===== config.mk =====
export PLATFORM = sky130hd
export DESIGN_NAME = arm7tdmi_mem_arbiter
export DESIGN_NICKNAME = d
export VERILOG_FILES = /design/src/rtl/arm7tdmi_mem_arbiter_pkg.sv /design/src/rtl/arm7tdmi_mem_arbiter.sv
export SDC_FILE = /design/constraint.sdc
export NUM_CORES = 1
export LEC_CHECK = 0
export BUFFER_PORTS_ARGS = -buffer_cell sky130_fd_sc_hd__buf_2
export CAP_MARGIN = 20
export CELL_PAD_IN_SITES_DETAIL_PLACEMENT = 2
export CELL_PAD_IN_SITES_GLOBAL_PLACEMENT = 2
export CORE_MARGIN = 2
export CORE_UTILIZATION = 10
export CTS_CLUSTER_SIZE = 8
export DETAILED_ROUTE_END_ITERATION = 16
export GPL_TIMING_DRIVEN = 0
export MAX_ROUTING_LAYER = met4
export PLACE_DENSITY_LB_ADDON = 0.1
export SYNTH_ARGS = -nofsm -noshare
export SYNTH_HDL_FRONTEND = slang
export SYNTH_SLANG_ARGS = --single-unit

===== constraint.sdc =====
create_clock -name clk -period 1.6 [get_ports clk]
set_clock_uncertainty 0.05 [all_clocks]
set_input_delay 0.08 -clock clk [delete_from_list [all_inputs] [get_ports clk]]
set_output_delay 0.08 -clock clk [all_outputs]
set_load 0.02 [all_outputs]

===== src/rtl/arm7tdmi_mem_arbiter_pkg.sv =====
// Shared types for the ARM7TDMI memory arbiter.
// Arbiter state encoding and default fetch-starve limit.
package arm7tdmi_mem_arbiter_pkg;

  typedef enum logic [1:0] {
    IDLE  = 2'd0,
    GNT_I = 2'd1,
    GNT_D = 2'd2
  } arb_state_t;

  localparam int STARVE_LIMIT_DEF = 4;

endpackage


===== src/rtl/arm7tdmi_mem_arbiter.sv =====
// Fetch/data arbiter onto a single shared memory port.
// Data wins ties unless a pending fetch has been starved too long.
module arm7tdmi_mem_arbiter
  import arm7tdmi_mem_arbiter_pkg::*;
#(
  parameter int STARVE_LIMIT = STARVE_LIMIT_DEF
) (
  input  logic        clk,
  input  logic        rst_n,
  input  logic [31:0] imem_vaddr,
  input  logic        imem_req,
  input  logic        imem_write,
  input  logic [1:0]  imem_size,
  input  logic [31:0] imem_wdata,
  output logic [31:0] imem_rdata,
  output logic        imem_ready,
  output logic        imem_abort,
  input  logic [31:0] dmem_vaddr,
  input  logic        dmem_req,
  input  logic        dmem_write,
  input  logic [1:0]  dmem_size,
  input  logic [31:0] dmem_wdata,
  input  logic        dmem_lock,
  output logic [31:0] dmem_rdata,
  output logic        dmem_ready,
  output logic        dmem_abort,
  output logic [31:0] bus_addr,
  output logic        bus_req,
  output logic        bus_write,
  output logic [1:0]  bus_size,
  output logic [31:0] bus_wdata,
  input  logic [31:0] bus_rdata,
  input  logic        bus_ready,
  input  logic        bus_abort,
  output logic        grant_d
);

  localparam int CW = $clog2(STARVE_LIMIT + 1);
  localparam logic [CW-1:0] LIMIT = CW'(STARVE_LIMIT);

  arb_state_t    state, state_nxt;
  logic [CW-1:0] starve, starve_nxt;
  logic          starved;
  logic          done;

  assign starved = (starve == LIMIT) && imem_req;
  assign done    = bus_ready | bus_abort;
  assign grant_d = (state == GNT_D);

  // State and starve counter registers.
  always_ff @(posedge clk or negedge rst_n) begin
    if (!rst_n) begin
      state  <= IDLE;
      starve <= '0;
    end else begin
      state  <= state_nxt;
      starve <= starve_nxt;
    end
  end

  // Arbitration decision and grant release.
  always_comb begin
    state_nxt  = state;
    starve_nxt = starve;
    unique case (state)
      IDLE: begin
        if (dmem_req && !starved) begin
          state_nxt = GNT_D;
          if (imem_req && (starve != LIMIT))
            starve_nxt = starve + 1'b1;
        end else if (imem_req) begin
          state_nxt  = GNT_I;
          starve_nxt = '0;
        end
      end
      GNT_I: begin
        if (!imem_req || done)
          state_nxt = IDLE;
      end
      GNT_D: begin
        if (!dmem_req)
          state_nxt = IDLE;
        else if (done && !dmem_lock)
          state_nxt = IDLE;
      end
      default: state_nxt = IDLE;
    endcase
  end

  // Route the granted side onto the bus and the bus response back.
  always_comb begin
    bus_addr   = '0;
    bus_req    = 1'b0;
    bus_write  = 1'b0;
    bus_size   = '0;
    bus_wdata  = '0;
    imem_rdata = '0;
    imem_ready = 1'b0;
    imem_abort = 1'b0;
    dmem_rdata = '0;
    dmem_ready = 1'b0;
    dmem_abort = 1'b0;
    unique case (state)
      GNT_I: begin
        bus_addr   = imem_vaddr;
        bus_req    = imem_req;
        bus_write  = imem_write;
        bus_size   = imem_size;
        bus_wdata  = imem_wdata;
        imem_rdata = bus_rdata;
        imem_ready = bus_ready;
        imem_abort = bus_abort;
      end
      GNT_D: begin
        bus_addr   = dmem_vaddr;
        bus_req    = dmem_req;
        bus_write  = dmem_write;
        bus_size   = dmem_size;
        bus_wdata  = dmem_wdata;
        dmem_rdata = bus_rdata;
        dmem_ready = bus_ready;
        dmem_abort = bus_abort;
      end
      default: ;
    endcase
  end

endmodule


; ---- After elaboration in Yosys (flattened, before gate mapping)
; Cells that the tools add are included.
[totals]
reg_bits = 5
inputBits = 173
output_inout_bits = 137
wordCells = 44
[op_classes]
n_addsub = 1
n_eq_ne = 8
n_mux = 20
n_bitwise = 1
reduce_logical = 12
[ops]
columns = operator, count
row1 = 32-bit case mux with 2 select lines, 2
row2 = 32-bit two-way mux, 2
row3 = 2-bit two-way mux, 5
row4 = 3-bit two-way mux, 3
row5 = "3-bit != test, second input constant", 2
row6 = 2-bit case mux with 3 select lines, 1
row7 = 3-bit AND reduction, 2
row8 = 1-bit logical AND, 4
row9 = 1-bit two-way mux, 4
row10 = 1-bit case mux with 2 select lines, 2
row11 = 2-bit case mux with 2 select lines, 1
row12 = "3-bit by 1-bit adder with 3-bit output, second input constant", 1
row13 = "3-bit equality test, second input constant", 1
row14 = 1-bit zero test, 3
row15 = "3-bit by 2-bit != test with 1-bit output, second input constant", 1
row16 = "2-bit by 1-bit equality test with 1-bit output, second input constant", 1
row17 = "2-bit equality test, second input constant", 1
row18 = 2-bit zero test, 1
row19 = "2-bit by 1-bit != test with 1-bit output, second input constant", 1
row20 = "2-bit != test, second input constant", 1
row21 = 2-bit nonzero test, 1
row22 = 1-bit logical OR, 1
row23 = 1-bit OR, 1

; ---- Depth between registers and ports, before layout
[depth]
depth_word = 6
depth_mapped = 6
ltp_nobuf = 5

; ---- Least setup slack after synthesis
; OpenSTA, ideal clock, no wires.
[synth_timing]
kind = flip-flop to output port
start = register state[0]
end = output port bus_addr[18]
arrival_ns = 1.740
t_required_ns = 1.470
setup_slack_ns = -0.270
stages_incl_launch_ff = 7
path_buffers = 2
path_cell_list = dfrtp_1 inv_1 ha_1 buf_2 buf_1 a22oi_1 nor2b_1
[synth_between]
elab_chain_len = 2
word_cells_on_any_way = 3
cone_classes = eq/ne: 2 / mux: 1
[synth_lines]
columns = item, line
row1 = start: declaration, arm7tdmi_mem_arbiter.sv:41  ; arb_state_t state, state_nxt;
row2 = start signal: assignment, arm7tdmi_mem_arbiter.sv:56  ; state <= state_nxt;
row3 = 2-bit equality test, -
row4 = named net grant_d, arm7tdmi_mem_arbiter.sv:35  ; output logic grant_d
row5 = 32-bit case mux with 2 select lines, arm7tdmi_mem_arbiter.sv:103  ; unique case (state)
row6 = end: declaration, arm7tdmi_mem_arbiter.sv:27  ; output logic [31:0] bus_addr,
; The timed path passes the listed nets, and every way through them passes these cells.

; ---- Worst setup path in the final report
[layout_timing]
start = register state[1]
end = output port bus_wdata[13]
[layout_between]
elab_chain_len = 2
word_cells_on_any_way = 3
cone_classes = eq/ne: 2 / mux: 1
[layout_lines]
columns = item, line
row1 = 2-bit equality test or 2-bit by 1-bit equality test with 1-bit output (tied branches), arm7tdmi_mem_arbiter.sv:103
row2 = 32-bit case mux with 2 select lines (*), arm7tdmi_mem_arbiter.sv:103
row3 = end: declaration, arm7tdmi_mem_arbiter.sv:31  ; output logic [31:0] bus_wdata,
; Every way passes the cells marked *; elsewhere a longest branch is shown, timed or not.

==> summary.md <==
| Metric | Value |
|---|---|
| Clock Tree Buf Depth | 2 |
| Max Cap Violations | 0 |
| Number of buffers created by CTS | 3 |
| Antenna violations before repair | 0 |
| Synth Register Bits | 5 |
| RSZ-0062 raised after global routing | true |
| Routed WL | roughly 14 mm |
| Layout cells sized above 1 | a little over four fifths |
| Failing checks | negative setup slack |
| Most frequent cells in the layout | buf_2, buf_6, a22oi_2, and2_1 |
| Die ar. | 0.0192 sq mm |
| # IOs | 310 |
| Antenna Cells | 0 |
| Max-slew violation count | 0 |
| Crit end category | output port |
| Synth Instances | 267 |
| Final Util | 30.8% |
| Initial DRT Pass Iterations | 4 |
| Post-route DRC | 0 |
| Primary FF master, synth | dfrtp_1 |
| Sequential-to-total area share from yosys stat | between 6 and 7% |
| Vias in the first global route | between 3,000 and 4,000 |
| First-pass GRT wire length | about 21 mm |
| Post-route ant nets | 0 |
| Switching Fraction | 45.0% |
| Hold_sp | dmem_req |
| Comb power frac | 93.9% |
| Global route overflow | 0 |
| Mean Syn Cell Area | 6.80 sq um |
| Min cycle time layout | 1.79 ns |
| Pwr/cell area | 1950 mW/mm^2 |
| Hold Worst Slack | around 0.14 ns |
| Status | complete, but fails checks |
| Die Wd | about 140 um |
| Final HPWL DP | 11.4 mm |
| Area Growth Syn to Fin | 203% |
| H-Tree Depth | 1 |
| Pre-CTS WS | -0.566 ns |
| Crit Path Max Fanout | 10 |
| WP data arrival | 1.66 ns |
| CTS clk-pin slew, worst paths | roughly 0.030 ns |
| Die height | 139 um |
| Grt met1 use | about 15% |
| Initial core utilization | 10.1% |
| Switching Power | between 4 and 5 mW |
| Internal | roughly 6 mW |
| Leakage | about 2.6 nW |
| Seq pwr share | under 10% |
| Crit share post-route | 112% |
| GRT busiest layer | met2 |
| Final Wtd Congestion | between 0.7 and 0.8 |
| Ys Warns | 0 |
| Pin count of the biggest net entering global routing | 11 |
| Per-cell routed wire length | 17.0 um |
| Worst R2R Start | state[1]$_DFFE_PN0P_ |
| Num Clock Sinks | 5 |
| Req. time, crit path | between 1 and 1.5 ns |
| Fmax | 0.559 GHz |
| Root Buffer | clkbuf_16 |
| Crit Path Category | flop to output port |
| Flop-to-flop setup slack | -0.11 ns |
| # setup viols final | between 100 and 150 |
| Rows | 49 |
| Nets | between 700 and 800 |
| Clk_lat worst skew | about 0.23 ns |
| Met3 usage | 2.52% |
| Mapped cell area | 0.00182 sq mm |
| Worst-margin pin slew | about 0.29 ns |
| Final WS setup | -0.188 ns |
| Met2 Usage GRT | a little over a quarter |
| CTS tree | done |
| DR vias | ~3,400 |
| PnR Total Power | about 11 mW |
| EDFF count, synth | 0 |
| GR Util All Layers | 14.2% |
| Worst rel slew slack | 80.5% |
| Core area | 0.0179 sq mm |
| Asr flop ratio synth | 100% |
| Crit. Startpoint | state[1]$_DFFE_PN0P_ |
| Initial drt markers | 47 |
| Endpoints failing hold | 0 |
| Clk network pwr share | 3.9% |
| Min-Delay Path Class | input port to flop |
| IO Port Bufs | about 300 |
| Vias per cell | about 4.1 |
| Worst Setup Start Kind | flop |
| Yosys cell types | 20 |
| VDD IR max | around 730 uV |
| Commonest non-fill, non-tap cell in the layout | buf_2 |
| Mapped Nets | between 400 and 500 |
[flip-flops by register name, summed over array words and instances, names as in the netlist]
signal  count
state       2
starve      3
[power groups by stage]
| stage | Clock [mW] | Sequential, mW | Combinational, mW |
|---|---|---|---|
| 3_5_place_dp | 0 | 0.242 | 6.41 |
| 4_1_cts | 0.434 | 0.243 | 9.51 |
| 5_1_grt | 0.446 | 0.249 | 10.8 |
| 6_report | 0.423 | 0.236 | 10.1 |
| 2_1_floorplan | 0 | 0.227 | 4.25 |
| 3_3_place_gp | 0 | 0.235 | 6.33 |
[worst paths after layout]
check	end	cells after the start
hold / removal	starve[1]$_DFFE_PN0P_	3
setup reg to reg	state[0]$_DFFE_PN0P_	6
hold reg to reg	starve[1]$_DFFE_PN0P_	2
max in group asynchronous	state[1]$_DFFE_PN0P_	2
min in group asynchronous	starve[2]$_DFFE_PN0P_	2
setup / recovery	bus_wdata[13]	7
[Yosys cell counts (all sizes together), types with 3 or more instances]
master | n | area (sq um)
nand3 | 5 | 25.0
o21ai | 3 | 15.0
nand2 | 3 | 11.3
a22oi | 68 | 510
dfrtp | 5 | 125
inv | 5 | 18.8
and2 | 68 | 425
clkbuf | 19 | 71.3
nor2b | 67 | 419
buf | 10 | 41.3
ha | 6 | 75.1
[logic make-up after synthesis]
logic type                 after synthesis  synth area share (%)
adders and majority gates                6                  4.13
muxes                                    2                  1.38
and+or+nand+nor                        146                  49.9
buffers and inverters                   34                  7.24
DFF                                      5                  6.89
AOI/OAI and AO/OA                       74                  30.5
[layer usage]
layer | routed length [um] | vias up | share of wire (%)
met5 | 0 | - | 0
li1 | - | 1603 | -
met4 | 200 | 0 | 1.4
met1 | 5360 | 1607 | 38
met2 | 7670 | 163 | 54
met3 | 895 | 11 | 6.3
[worst max-delay path: stages (launching register included)]
cell and delay, ns:
dfrtp_1 0.39, buf_4 0.15, ha_4 0.17, buf_12 0.15, buf_12 0.15, a22oi_2 0.22, nor2b_4 0.06, buf_6 0.13
[cell type report]
type                    instances  area [sq um]
repair buffers                331          2280
flip-flops and latches          5           125
plain buffers                  29           460
fillers                      2087         12400
multi-input cells             228          2260
inverters                       5          18.8
well taps                     229           287
clock buffers                   4          78.8
[metrics by stage]
stage               setup TNS (ns)  std cells  cell area [sq um]
global placement            -36.31        805               3830
detailed placement          -39.04        805               3830
floorplan                        0        267               2000
CTS                         -18.81        821               5160
global route                -23.81        831               5510
finish                      -13.66        831               5510
[repair_timing]
action | 4_1_cts | 5_1_grt
setup buffers | 7 | 8
hold buffers | 1 | 0
gates cloned | 4 | 2
pin swaps | 23 | 8
resized for setup | 298 | 73
endpoints found under the hold margin | 5 | 0
endpoints found under the setup margin | 134 | 137
(Power assumes the default switching activity.)
